**src/rtl/riscv_pkg.sv**
```systemverilog
// Shared RISC-V pipeline definitions.
// Load/store encodings, result select and memory-stage FSM states.
package riscv_pkg;

  localparam logic [2:0] F3_B  = 3'b000;
  localparam logic [2:0] F3_H  = 3'b001;
  localparam logic [2:0] F3_W  = 3'b010;
  localparam logic [2:0] F3_BU = 3'b100;
  localparam logic [2:0] F3_HU = 3'b101;

  localparam logic [1:0] RES_SRC_MEM = 2'b01;

  typedef enum logic [1:0] {
    ST_IDLE = 2'd0,
    ST_WAIT = 2'd1,
    ST_HOLD = 2'd2
  } mem_state_e;

  typedef struct packed {
    logic       valid;
    logic       reg_write;
    logic [1:0] res_src;
    logic       mem_write;
    logic [2:0] funct3;
    logic [4:0] rd;
  } ex_mem_ctrl_t;

endpackage

```
**src/rtl/mem_stage_if.sv**
```systemverilog
// Data-memory valid/ready bus.
// The memory stage is master; the memory is slave.
interface mem_stage_if #(
  parameter int ADDRESS_WIDTH = 32,
  parameter int DATA_WIDTH    = 32
);

  logic                     dmem_req;
  logic                     dmem_we;
  logic [ADDRESS_WIDTH-1:0] dmem_addr;
  logic [DATA_WIDTH-1:0]    dmem_wdata;
  logic [3:0]               dmem_be;
  logic                     dmem_ready;
  logic [DATA_WIDTH-1:0]    dmem_rdata;

  modport master (
    output dmem_req,
    output dmem_we,
    output dmem_addr,
    output dmem_wdata,
    output dmem_be,
    input  dmem_ready,
    input  dmem_rdata
  );

  modport slave (
    input  dmem_req,
    input  dmem_we,
    input  dmem_addr,
    input  dmem_wdata,
    input  dmem_be,
    output dmem_ready,
    output dmem_rdata
  );

endinterface

```
**src/rtl/lsu_align.sv**
```systemverilog
// Byte-lane steering for the data-memory bus.
// Store lanes, load extension and misalignment detection.
module lsu_align
  import riscv_pkg::*;
(
  input  logic [2:0]  funct3,
  input  logic [1:0]  offset,
  input  logic [31:0] wdata_in,
  input  logic [31:0] rdata_in,
  output logic [3:0]  be,
  output logic [31:0] wdata,
  output logic [31:0] rdata_ext,
  output logic        misaligned
);

  logic [7:0]  byte_sel;
  logic [15:0] half_sel;

  // Pick the addressed byte and halfword out of the read word.
  always_comb begin
    byte_sel = rdata_in[7:0];
    half_sel = offset[1] ? rdata_in[31:16] : rdata_in[15:0];
    unique case (offset)
      2'd0: byte_sel = rdata_in[7:0];
      2'd1: byte_sel = rdata_in[15:8];
      2'd2: byte_sel = rdata_in[23:16];
      2'd3: byte_sel = rdata_in[31:24];
      default: byte_sel = rdata_in[7:0];
    endcase
  end

  // Store lane enables, data replication and alignment check by size.
  always_comb begin
    be         = 4'b1111;
    wdata      = wdata_in;
    misaligned = 1'b0;
    case (funct3[1:0])
      2'b00: begin
        be    = 4'b0001 << offset;
        wdata = {4{wdata_in[7:0]}};
      end
      2'b01: begin
        be         = 4'b0011 << offset;
        wdata      = {2{wdata_in[15:0]}};
        misaligned = offset[0];
      end
      2'b10: begin
        misaligned = |offset;
      end
      default: begin
        be = 4'b1111;
      end
    endcase
  end

  // Sign/zero extension of the selected load lane.
  always_comb begin
    rdata_ext = '0;
    case (funct3)
      F3_B:  rdata_ext = {{24{byte_sel[7]}}, byte_sel};
      F3_H:  rdata_ext = {{16{half_sel[15]}}, half_sel};
      F3_W:  rdata_ext = rdata_in;
      F3_BU: rdata_ext = {24'h0, byte_sel};
      F3_HU: rdata_ext = {16'h0, half_sel};
      default: rdata_ext = '0;
    endcase
  end

endmodule

```
**src/rtl/mem_stage.sv**
```systemverilog
// Memory-access pipeline stage: EX/MEM register plus bus FSM.
// Stalls while a data-memory access is outstanding.
module mem_stage
  import riscv_pkg::*;
#(
  parameter int DATA_WIDTH    = 32,
  parameter int ADDRESS_WIDTH = 32
) (
  input  logic                     clk,
  input  logic                     rst_n,
  input  logic                     reg_write_e,
  input  logic [1:0]               res_src_e,
  input  logic                     mem_write_e,
  input  logic [2:0]               funct3_e,
  input  logic [DATA_WIDTH-1:0]    alu_result_e,
  input  logic [DATA_WIDTH-1:0]    write_data_e,
  input  logic [4:0]               rd_e,
  input  logic [ADDRESS_WIDTH-1:0] pc_plus4_e,
  input  logic                     stall_in,
  input  logic                     flush_in,
  mem_stage_if.master              dmem,
  output logic                     reg_write_m,
  output logic [1:0]               res_src_m,
  output logic [DATA_WIDTH-1:0]    alu_result_m,
  output logic [DATA_WIDTH-1:0]    read_data_m,
  output logic [4:0]               rd_m,
  output logic [ADDRESS_WIDTH-1:0] pc_plus4_m,
  output logic                     stall_m,
  output logic                     misaligned_m
);

  ex_mem_ctrl_t             ctrl_q;
  logic [DATA_WIDTH-1:0]    alu_q;
  logic [DATA_WIDTH-1:0]    wdata_q;
  logic [ADDRESS_WIDTH-1:0] pc_q;
  logic [DATA_WIDTH-1:0]    hold_q;
  mem_state_e               state_q;
  mem_state_e               state_d;

  logic        load_en;
  logic        mem_op;
  logic        mis_raw;
  logic        req;
  logic        done;
  logic [3:0]  st_be;
  logic [31:0] st_wdata;
  logic [31:0] ld_ext;

  lsu_align u_align (
    .funct3     (ctrl_q.funct3),
    .offset     (alu_q[1:0]),
    .wdata_in   (wdata_q),
    .rdata_in   (dmem.dmem_rdata),
    .be         (st_be),
    .wdata      (st_wdata),
    .rdata_ext  (ld_ext),
    .misaligned (mis_raw)
  );

  assign mem_op  = ctrl_q.valid
                 & ((ctrl_q.res_src == RES_SRC_MEM)
                 | ctrl_q.mem_write);
  assign req     = mem_op & ~mis_raw
                 & (state_q != ST_HOLD);
  assign done    = req & dmem.dmem_ready;
  assign stall_m = req & ~dmem.dmem_ready;
  assign load_en = ~(stall_m | stall_in);

  // EX/MEM pipeline register; a flush loads an all-zero bubble.
  always_ff @(posedge clk or negedge rst_n) begin
    if (!rst_n) begin
      ctrl_q  <= '0;
      alu_q   <= '0;
      wdata_q <= '0;
      pc_q    <= '0;
    end else if (load_en) begin
      if (flush_in) begin
        ctrl_q  <= '0;
        alu_q   <= '0;
        wdata_q <= '0;
        pc_q    <= '0;
      end else begin
        ctrl_q.valid     <= 1'b1;
        ctrl_q.reg_write <= reg_write_e;
        ctrl_q.res_src   <= res_src_e;
        ctrl_q.mem_write <= mem_write_e;
        ctrl_q.funct3    <= funct3_e;
        ctrl_q.rd        <= rd_e;
        alu_q            <= alu_result_e;
        wdata_q          <= write_data_e;
        pc_q             <= pc_plus4_e;
      end
    end
  end

  // Bus FSM state register.
  always_ff @(posedge clk or negedge rst_n) begin
    if (!rst_n) begin
      state_q <= ST_IDLE;
    end else begin
      state_q <= state_d;
    end
  end

  // Keep load data from an access that completed under an external stall.
  always_ff @(posedge clk or negedge rst_n) begin
    if (!rst_n) begin
      hold_q <= '0;
    end else if (done & stall_in) begin
      hold_q <= ld_ext;
    end
  end

  // Next state: wait for ready, park in HOLD if the pipe is frozen.
  always_comb begin
    state_d = state_q;
    unique case (state_q)
      ST_IDLE, ST_WAIT: begin
        if (req) begin
          if (dmem.dmem_ready) begin
            state_d = stall_in ? ST_HOLD : ST_IDLE;
          end else begin
            state_d = ST_WAIT;
          end
        end
      end
      ST_HOLD: begin
        if (!stall_in) state_d = ST_IDLE;
      end
      default: state_d = ST_IDLE;
    endcase
  end

  assign dmem.dmem_req   = req;
  assign dmem.dmem_we    = req & ctrl_q.mem_write;
  assign dmem.dmem_addr  = req ? {alu_q[ADDRESS_WIDTH-1:2], 2'b00}
                               : '0;
  assign dmem.dmem_wdata = (req & ctrl_q.mem_write) ? st_wdata : '0;
  assign dmem.dmem_be    = req ? (ctrl_q.mem_write ? st_be : 4'hF)
                               : 4'h0;

  assign misaligned_m = mem_op & mis_raw;
  assign reg_write_m  = ctrl_q.reg_write & ~misaligned_m;
  assign res_src_m    = ctrl_q.res_src;
  assign alu_result_m = alu_q;
  assign rd_m         = ctrl_q.rd;
  assign pc_plus4_m   = pc_q;
  assign read_data_m  = (state_q == ST_HOLD) ? hold_q
                      : (done & ~ctrl_q.mem_write) ? ld_ext
                      : '0;

endmodule
```
**src/flat_wrapper.sv**
```systemverilog
// flat-port wrapper written by rule: the top's interface ports become plain ports
module mem_stage_flat import riscv_pkg::*;
#(
  parameter int DATA_WIDTH    = 32,
  parameter int ADDRESS_WIDTH = 32
)
  (clk, rst_n, reg_write_e, res_src_e, mem_write_e, funct3_e, alu_result_e, write_data_e, rd_e, pc_plus4_e, stall_in, flush_in, reg_write_m, res_src_m, alu_result_m, read_data_m, rd_m, pc_plus4_m, stall_m, misaligned_m, dmem_dmem_req, dmem_dmem_we, dmem_dmem_addr, dmem_dmem_wdata, dmem_dmem_be, dmem_dmem_ready, dmem_dmem_rdata);
  mem_stage_if #(.ADDRESS_WIDTH(ADDRESS_WIDTH), .DATA_WIDTH(DATA_WIDTH)) dmem_i ();
  input  logic clk;
  input  logic rst_n;
  input  logic reg_write_e;
  input  logic [1:0] res_src_e;
  input  logic mem_write_e;
  input  logic [2:0] funct3_e;
  input  logic [DATA_WIDTH-1:0] alu_result_e;
  input  logic [DATA_WIDTH-1:0] write_data_e;
  input  logic [4:0] rd_e;
  input  logic [ADDRESS_WIDTH-1:0] pc_plus4_e;
  input  logic stall_in;
  input  logic flush_in;
  output logic reg_write_m;
  output logic [1:0] res_src_m;
  output logic [DATA_WIDTH-1:0] alu_result_m;
  output logic [DATA_WIDTH-1:0] read_data_m;
  output logic [4:0] rd_m;
  output logic [ADDRESS_WIDTH-1:0] pc_plus4_m;
  output logic stall_m;
  output logic misaligned_m;
  output wire logic [$bits(dmem_i.dmem_req)-1:0] dmem_dmem_req;
  output wire logic [$bits(dmem_i.dmem_we)-1:0] dmem_dmem_we;
  output wire logic [$bits(dmem_i.dmem_addr)-1:0] dmem_dmem_addr;
  output wire logic [$bits(dmem_i.dmem_wdata)-1:0] dmem_dmem_wdata;
  output wire logic [$bits(dmem_i.dmem_be)-1:0] dmem_dmem_be;
  input wire logic [$bits(dmem_i.dmem_ready)-1:0] dmem_dmem_ready;
  input wire logic [$bits(dmem_i.dmem_rdata)-1:0] dmem_dmem_rdata;
  assign dmem_dmem_req = dmem_i.dmem_req;
  assign dmem_dmem_we = dmem_i.dmem_we;
  assign dmem_dmem_addr = dmem_i.dmem_addr;
  assign dmem_dmem_wdata = dmem_i.dmem_wdata;
  assign dmem_dmem_be = dmem_i.dmem_be;
  assign dmem_i.dmem_ready = dmem_dmem_ready;
  assign dmem_i.dmem_rdata = dmem_dmem_rdata;
  mem_stage #(.DATA_WIDTH(DATA_WIDTH), .ADDRESS_WIDTH(ADDRESS_WIDTH)) u_core (.clk(clk), .rst_n(rst_n), .reg_write_e(reg_write_e), .res_src_e(res_src_e), .mem_write_e(mem_write_e), .funct3_e(funct3_e), .alu_result_e(alu_result_e), .write_data_e(write_data_e), .rd_e(rd_e), .pc_plus4_e(pc_plus4_e), .stall_in(stall_in), .flush_in(flush_in), .dmem(dmem_i), .reg_write_m(reg_write_m), .res_src_m(res_src_m), .alu_result_m(alu_result_m), .read_data_m(read_data_m), .rd_m(rd_m), .pc_plus4_m(pc_plus4_m), .stall_m(stall_m), .misaligned_m(misaligned_m));
endmodule
```
**config.mk**
```make
export PLATFORM = sky130hd
export DESIGN_NAME = mem_stage_flat
export DESIGN_NICKNAME = d
export VERILOG_FILES = /design/src/rtl/riscv_pkg.sv /design/src/rtl/mem_stage_if.sv /design/src/rtl/lsu_align.sv /design/src/rtl/mem_stage.sv /design/src/flat_wrapper.sv
export SDC_FILE = /design/constraint.sdc
export NUM_CORES = 1
export LEC_CHECK = 0
export ABC_AREA = 1
export ABC_CLOCK_PERIOD_IN_PS = 3050
export CORE_ASPECT_RATIO = 0.5
export CORE_MARGIN = 2
export CORE_UTILIZATION = 25
export DETAILED_ROUTE_END_ITERATION = 12
export PLACE_DENSITY = 0.59
export SLEW_MARGIN = 20
export SYNTH_ARGS = -nofsm -noshare
export SYNTH_HDL_FRONTEND = slang
export SYNTH_SLANG_ARGS = --single-unit
```
**constraint.sdc**
```tcl
create_clock -name clk -period 3.05 [get_ports clk]
set_clock_uncertainty 0.15 [all_clocks]
set_input_delay 0.305 -clock clk [delete_from_list [all_inputs] [get_ports clk]]
set_output_delay 0.305 -clock clk [all_outputs]
set_load 0.05 [all_outputs]
```
== Word-level counts from Yosys, hierarchy flattened ==
Cells that the tools add are included.
Cells by class
  reductions and logical operators: 7
  eq/ne operators: 15
  bitwise logic cells: 16
  mux-type cells: 21
  shifts and indexed selects: 2
Operators by type and width (number)
  32-bit two-way mux: 7
  32-bit case mux with 5 select lines: 1
  32-bit case mux with 2 select lines: 1
  8-bit case mux with 4 select lines: 1
  16-bit two-way mux: 1
  13-bit two-way mux: 1
  1-bit AND: 10
  2-bit by 1-bit == test with 1-bit output, second input constant: 4
  2-bit == test, second input constant: 4
  2-bit two-way mux: 4
  4-bit two-way mux: 2
  4-bit case mux with 2 select lines: 1
  3-bit == test, second input constant: 2
  2-bit zero test: 3
  2-bit inequality test, second input constant: 2
  1-bit inverter: 4
  2-bit case mux with 2 select lines: 1
  2-bit OR reduction: 2
  1-bit by 2-bit << shifter with 4-bit output, first input constant: 1
  2-bit by 2-bit << shifter with 4-bit output, first input constant: 1
  3-bit by 1-bit == test with 1-bit output, second input constant: 1
  3-bit by 2-bit == test with 1-bit output, second input constant: 1
  3-bit zero test: 1
  2-bit by 1-bit inequality test with 1-bit output, second input constant: 1
  other kinds (3): 4
Storage, ports and cells
  output and inout port bits: 176
  input port bits: 145
  flip-flop bits (word level): 143
  logic and storage cells: 72

== Depth between registers and ports, before layout ==
  word-level depth: 9
  gate-level depth with buffers: 12
  mapped depth without buffers: 10

== Cells and area by module ==
Synthesis repeated with hierarchy kept, for this count alone.
Unflattened totals
  cell total of the unflattened synthesis: 1437
  area total of the unflattened synthesis: 9218.8 um^2
By module, submodules not included
  mem_stage: area each 7781.2 um^2, cells each 1133, seq. area each 3578.4 um^2, instances 1
  lsu_align: area each 1437.6 um^2, cells each 304, seq. area each 0.0 um^2, instances 1

== Least setup slack after synthesis ==
Ideal clock, no wire load.
  kind: reg-to-output
  start point: register u_core.alu_q[0], in the netlist u_core.alu_result_m[0]
  end point: output port dmem_dmem_wdata[26]
  path slack: -206 ps
  path buffers: 2
  cell stages (with the launch flop): 10
  required time: 2595 ps
  arrival: 2801 ps
  path through: dfrtp_1 -> buf_2 -> inv_1 -> nand2_2 -> nand3_2 -> nand3_4 -> inv_2 -> nand2_2 -> buf_2 -> nor3_1
On the way
  longest elaborated chain between the ends: 7
RTL lines
  from (decl): line mem_stage.sv:33  | logic [DATA_WIDTH-1:0] alu_q;
  from (signal assigned): line mem_stage.sv:89  | alu_q <= alu_result_e;
  2-bit OR reduction: line lsu_align.sv:48  | misaligned = |offset;
  1-bit case mux with 2 select lines (*): line lsu_align.sv:37  | case (funct3[1:0])
  1-bit inverter (*): line mem_stage.sv:63  | assign req = mem_op & ~mis_raw
  1-bit AND (*): line mem_stage.sv:63
  1-bit AND (*): line mem_stage.sv:64  | & (state_q != ST_HOLD);
  named net dmem_dmem_req: line flat_wrapper.sv:29  | output wire logic [$bits(dmem_i.dmem_req)-1:0] dmem_dmem_req;
  1-bit AND (*): line mem_stage.sv:138  | assign dmem.dmem_wdata = (req & ctrl_q.mem_write) ? st_wdata : '0;
  32-bit two-way mux (*): line mem_stage.sv:138
  to (decl): line flat_wrapper.sv:32  | output wire logic [$bits(dmem_i.dmem_wdata)-1:0] dmem_dmem_wdata;
The timed path passes the listed nets; every way through them passes the cells marked *.

== Worst setup path after layout ==
  start point: register, netlist name u_core.ctrl_q[5]
  end point: output port dmem_dmem_wdata[12]
On the way
  longest elaborated chain between the ends: 7
  elaborated cells between the ends (all ways): 10
  those cells by class: 2 x eq/ne; 3 x mux; 4 x bitwise; 1 x reduce/logical
RTL lines (line)
  2-bit == test / 2-bit by 1-bit == test with 1-bit output (equally long branches): lsu_align.sv:37
  1-bit case mux with 2 select lines: lsu_align.sv:37
  1-bit inverter: mem_stage.sv:63
  1-bit AND: mem_stage.sv:63
  1-bit AND: mem_stage.sv:64
  1-bit AND: mem_stage.sv:138
  32-bit two-way mux (*): mem_stage.sv:138
Mark *: on every way between the ends. The rest lies on a longest branch, timed or not.

==> flow_metrics.env <==
export IMPL_status="finished, final reports clean"
export IMPL_grt_max_degree=111
export IMPL_layout_cells_non_filler=2076
export IMPL_max_slew_margin=0.473
export IMPL_yosysWarnings=0
export IMPL_final_antenna_net_count=0
export IMPL_reg2reg_from="u_core.ctrl_q[5]"
export IMPL_tightest_slew_ns=0.791
export IMPL_ioPinCount=321
export IMPL_hold_violations=0
export IMPL_r2r_end="u_core.wdata_q[14]"
export IMPL_grt_pass1_vias=8371
export IMPL_cp_top_family="buffers and inverters"
export IMPL_crit_cells=8
export IMPL_nets=1768
export IMPL_first_pass_iters=5
export IMPL_cp_slowest_cell="dfrtp_1"
export IMPL_h_tree_depth=4
export IMPL_root_buffer="clkbuf_16"
export IMPL_endpoint_kind="output port"
export IMPL_maxCapViolCount=0
export IMPL_critPathMaxFanout=14
export IMPL_start_util=0.256
export IMPL_syn_area_um2=8510
export IMPL_wl_per_cell_um=15.6
export IMPL_finalWeightedCongestion=0.874
export IMPL_antenna_found_initial=2
export IMPL_drive_above_1_share=0.111
export IMPL_post_route_period_util=0.953
export IMPL_hold_path_depth=1
export IMPL_hp_class="reg2reg"
export IMPL_path_buf_inv=3
export IMPL_synth_seq_cells=143
export IMPL_rows=47
export IMPL_leakage_nw=7.01
export IMPL_min_period_ns=2.91
export IMPL_crit_path_end="dmem_dmem_wdata[12]"
export IMPL_reg2reg_slack_ns=0.70
export IMPL_fp_dieArea_um2=35600
export IMPL_core_um2=33300
export IMPL_drc=0
export IMPL_critPathMaxStageDelay_ns=0.42
export IMPL_p_total_mw=7.19
export IMPL_finalSetupTns_ns=0
export IMPL_dp_cells=2041
export IMPL_crit_path_cell_trace="inv_1, ha_2, nor2_2, clkinvlp_4, o21ai_0, a21oi_1, nor3_1, buf_12"
export IMPL_path_clk_slew_ns=0.06
export IMPL_cp_required_ns=2.59
export IMPL_port_buffers=318
export IMPL_power_density_nw_per_um2=549
export IMPL_cts_tree="yes"
export IMPL_clk_insertion_delay_late_ns=0.43
export IMPL_avgViaCountPerCell=4.34
export IMPL_synth_area_top_cells="dfrtp_1 (42%), nand2_1 (23%), nor2_1 (9.0%), inv_1 (7.9%), nand3_1 (7.8%)"
export IMPL_arrival_ns=2.45
export IMPL_yosysUniqueCellTypes=27
export IMPL_die_h_um=134
export IMPL_setup_viol=0
export IMPL_vias=9000
export IMPL_yosysSeqAreaShare=0.421
export IMPL_clkSinkCount=143
export IMPL_crit_start="u_core.ctrl_q[5]"
export IMPL_maxSlewViolCount=0
export IMPL_syn2layout_area_growth_pct=53.9
export IMPL_synth_avg_cell_area_um2=6.34
export IMPL_cts_made_buffers=17
export IMPL_grt_overflow_total=0
export IMPL_critPathKind="reg2out"
export IMPL_cts_buffer_depth=2
export IMPL_totalWireLength_mm=32.3
export IMPL_post_cts_buffers=0
export IMPL_dp_hpwl_mm=23.0
export IMPL_yosysTopAreaCellShare=0.421
export IMPL_fin_util=0.394
export IMPL_final_fill_count=3525
export IMPL_grt_pass1_wl_mm=49.0
export IMPL_drtIter0Drc=674
export IMPL_synth_top_cell_by_area="dfrtp_1"
export IMPL_syn_inst=1343
export IMPL_fmax_mhz=344
export IMPL_grt_usage=0.177
export IMPL_r2r_cells=10
export IMPL_die_x_um=265
export IMPL_cp_start_kind="flop"
export IMPL_ir_drop_v=0.000293
[worst min-delay path by stage]
stage,to,slack [ns],start
6_report,u_core.state_q[0],0.27,u_core.state_q[1]
5_1_grt,u_core.state_q[0],0.28,u_core.state_q[1]
4_1_cts,u_core.state_q[0],0.27,u_core.state_q[1]
3_5_place_dp,u_core.state_q[0],0.27,u_core.state_q[1]
3_3_place_gp,u_core.state_q[0],0.26,u_core.state_q[1]
2_1_floorplan,u_core.alu_result_m[0],-0.14,rst_n
[area by class of cell]
type | instances | area (µm²) | share of cell area
Antenna cell | 2 | 5.00 | 0.000382
Clock buffer | 22 | 464 | 0.0354
Clock inverter | 10 | 231 | 0.0177
Inverter | 186 | 703 | 0.0537
Multi-Input combinational cell | 929 | 3880 | 0.296
Sequential cell | 143 | 3580 | 0.273
Tap cell | 441 | 552 | 0.0421
Timing Repair Buffer | 343 | 3680 | 0.281
[routing by layer]
| layer | vias up | GRT usage | routed length (µm) |
|---|---|---|---|
| met5 | - | 0 | 0 |
| met4 | 0 | 0.0672 | 775 |
| met3 | 40 | 0.0179 | 879 |
| met2 | 176 | 0.322 | 17100 |
| met1 | 4230 | 0.218 | 13600 |
| li1 | 4554 | - | - |
[Yosys cell counts, drive strengths merged]
cell    count
inv       185
nand3b      1
buf        50
o21ai      15
nand3     134
a21oi      22
ha          3
clkbuf     36
conb        1
nor2      206
o211ai      1
nor3       11
a22oi       8
nand4       3
dfrtp     143
clkinv      1
nand2     523
[registers in the layout, summed over array words and instances, names as in the netlist]
register             cells
u_core.state_q           2
u_core.pc_plus4_m       32
u_core.hold_q           32
u_core.alu_result_m     32
u_core.ctrl_q            6
u_core.res_src_m         2
u_core.wdata_q          32
u_core.rd_m              5
[cell families (layout without fill, tap and decap cells)]
logic type | after synthesis | count (layout) | share of synthesized area
AOI/OAI and AO/OA | 46 | 46 | 0.0301
DFF | 143 | 143 | 0.421
and+or+nand+nor | 878 | 878 | 0.414
adders and majority gates | 3 | 3 | 0.00441
other | 1 | 4 | 0.000441
buffers and inverters | 272 | 561 | 0.130
[placed cells by master (no fill, tap or decap), drive strengths merged]
cell type	count
nand2	523
clkdlybuf4s50	213
nor2	206
inv	184
dfrtp	143
nand3	134
buf	129
a21oi	22
clkbuf	22
o21ai	15
nor3	11
a22oi	8
bufinv	7
nand4	3
clkinv	3
ha	3
diode	2
clkinvlp	2
conb	2
o211ai	1
nand3b	1
dlygate4sd3	1
[repair_timing]
item / in CTS / in global routing
endpoints found under the setup margin: 90 / 93
hold endpoints to repair: 72 / 0
resized for setup: 1 / 12
hold buffers: 1 / 0
[report_power, final]
group          total (mW)  internal, mW  switching, mW
clock network        2.53          1.66          0.864
registers            2.44          2.23          0.207
logic                2.22         0.792           1.43
[through the flow]
step	hold WS, ns	instance area (µm²)	setup slack [ns]
finish	0.267	13100	0.144
global route	0.275	13100	-0.00705
CTS	0.271	13000	0.0340
detailed placement	0.268	12300	0.367
global placement	0.257	12300	0.429
floorplan	-0.141	8510	-0.206
(Power assumes the default switching activity.)
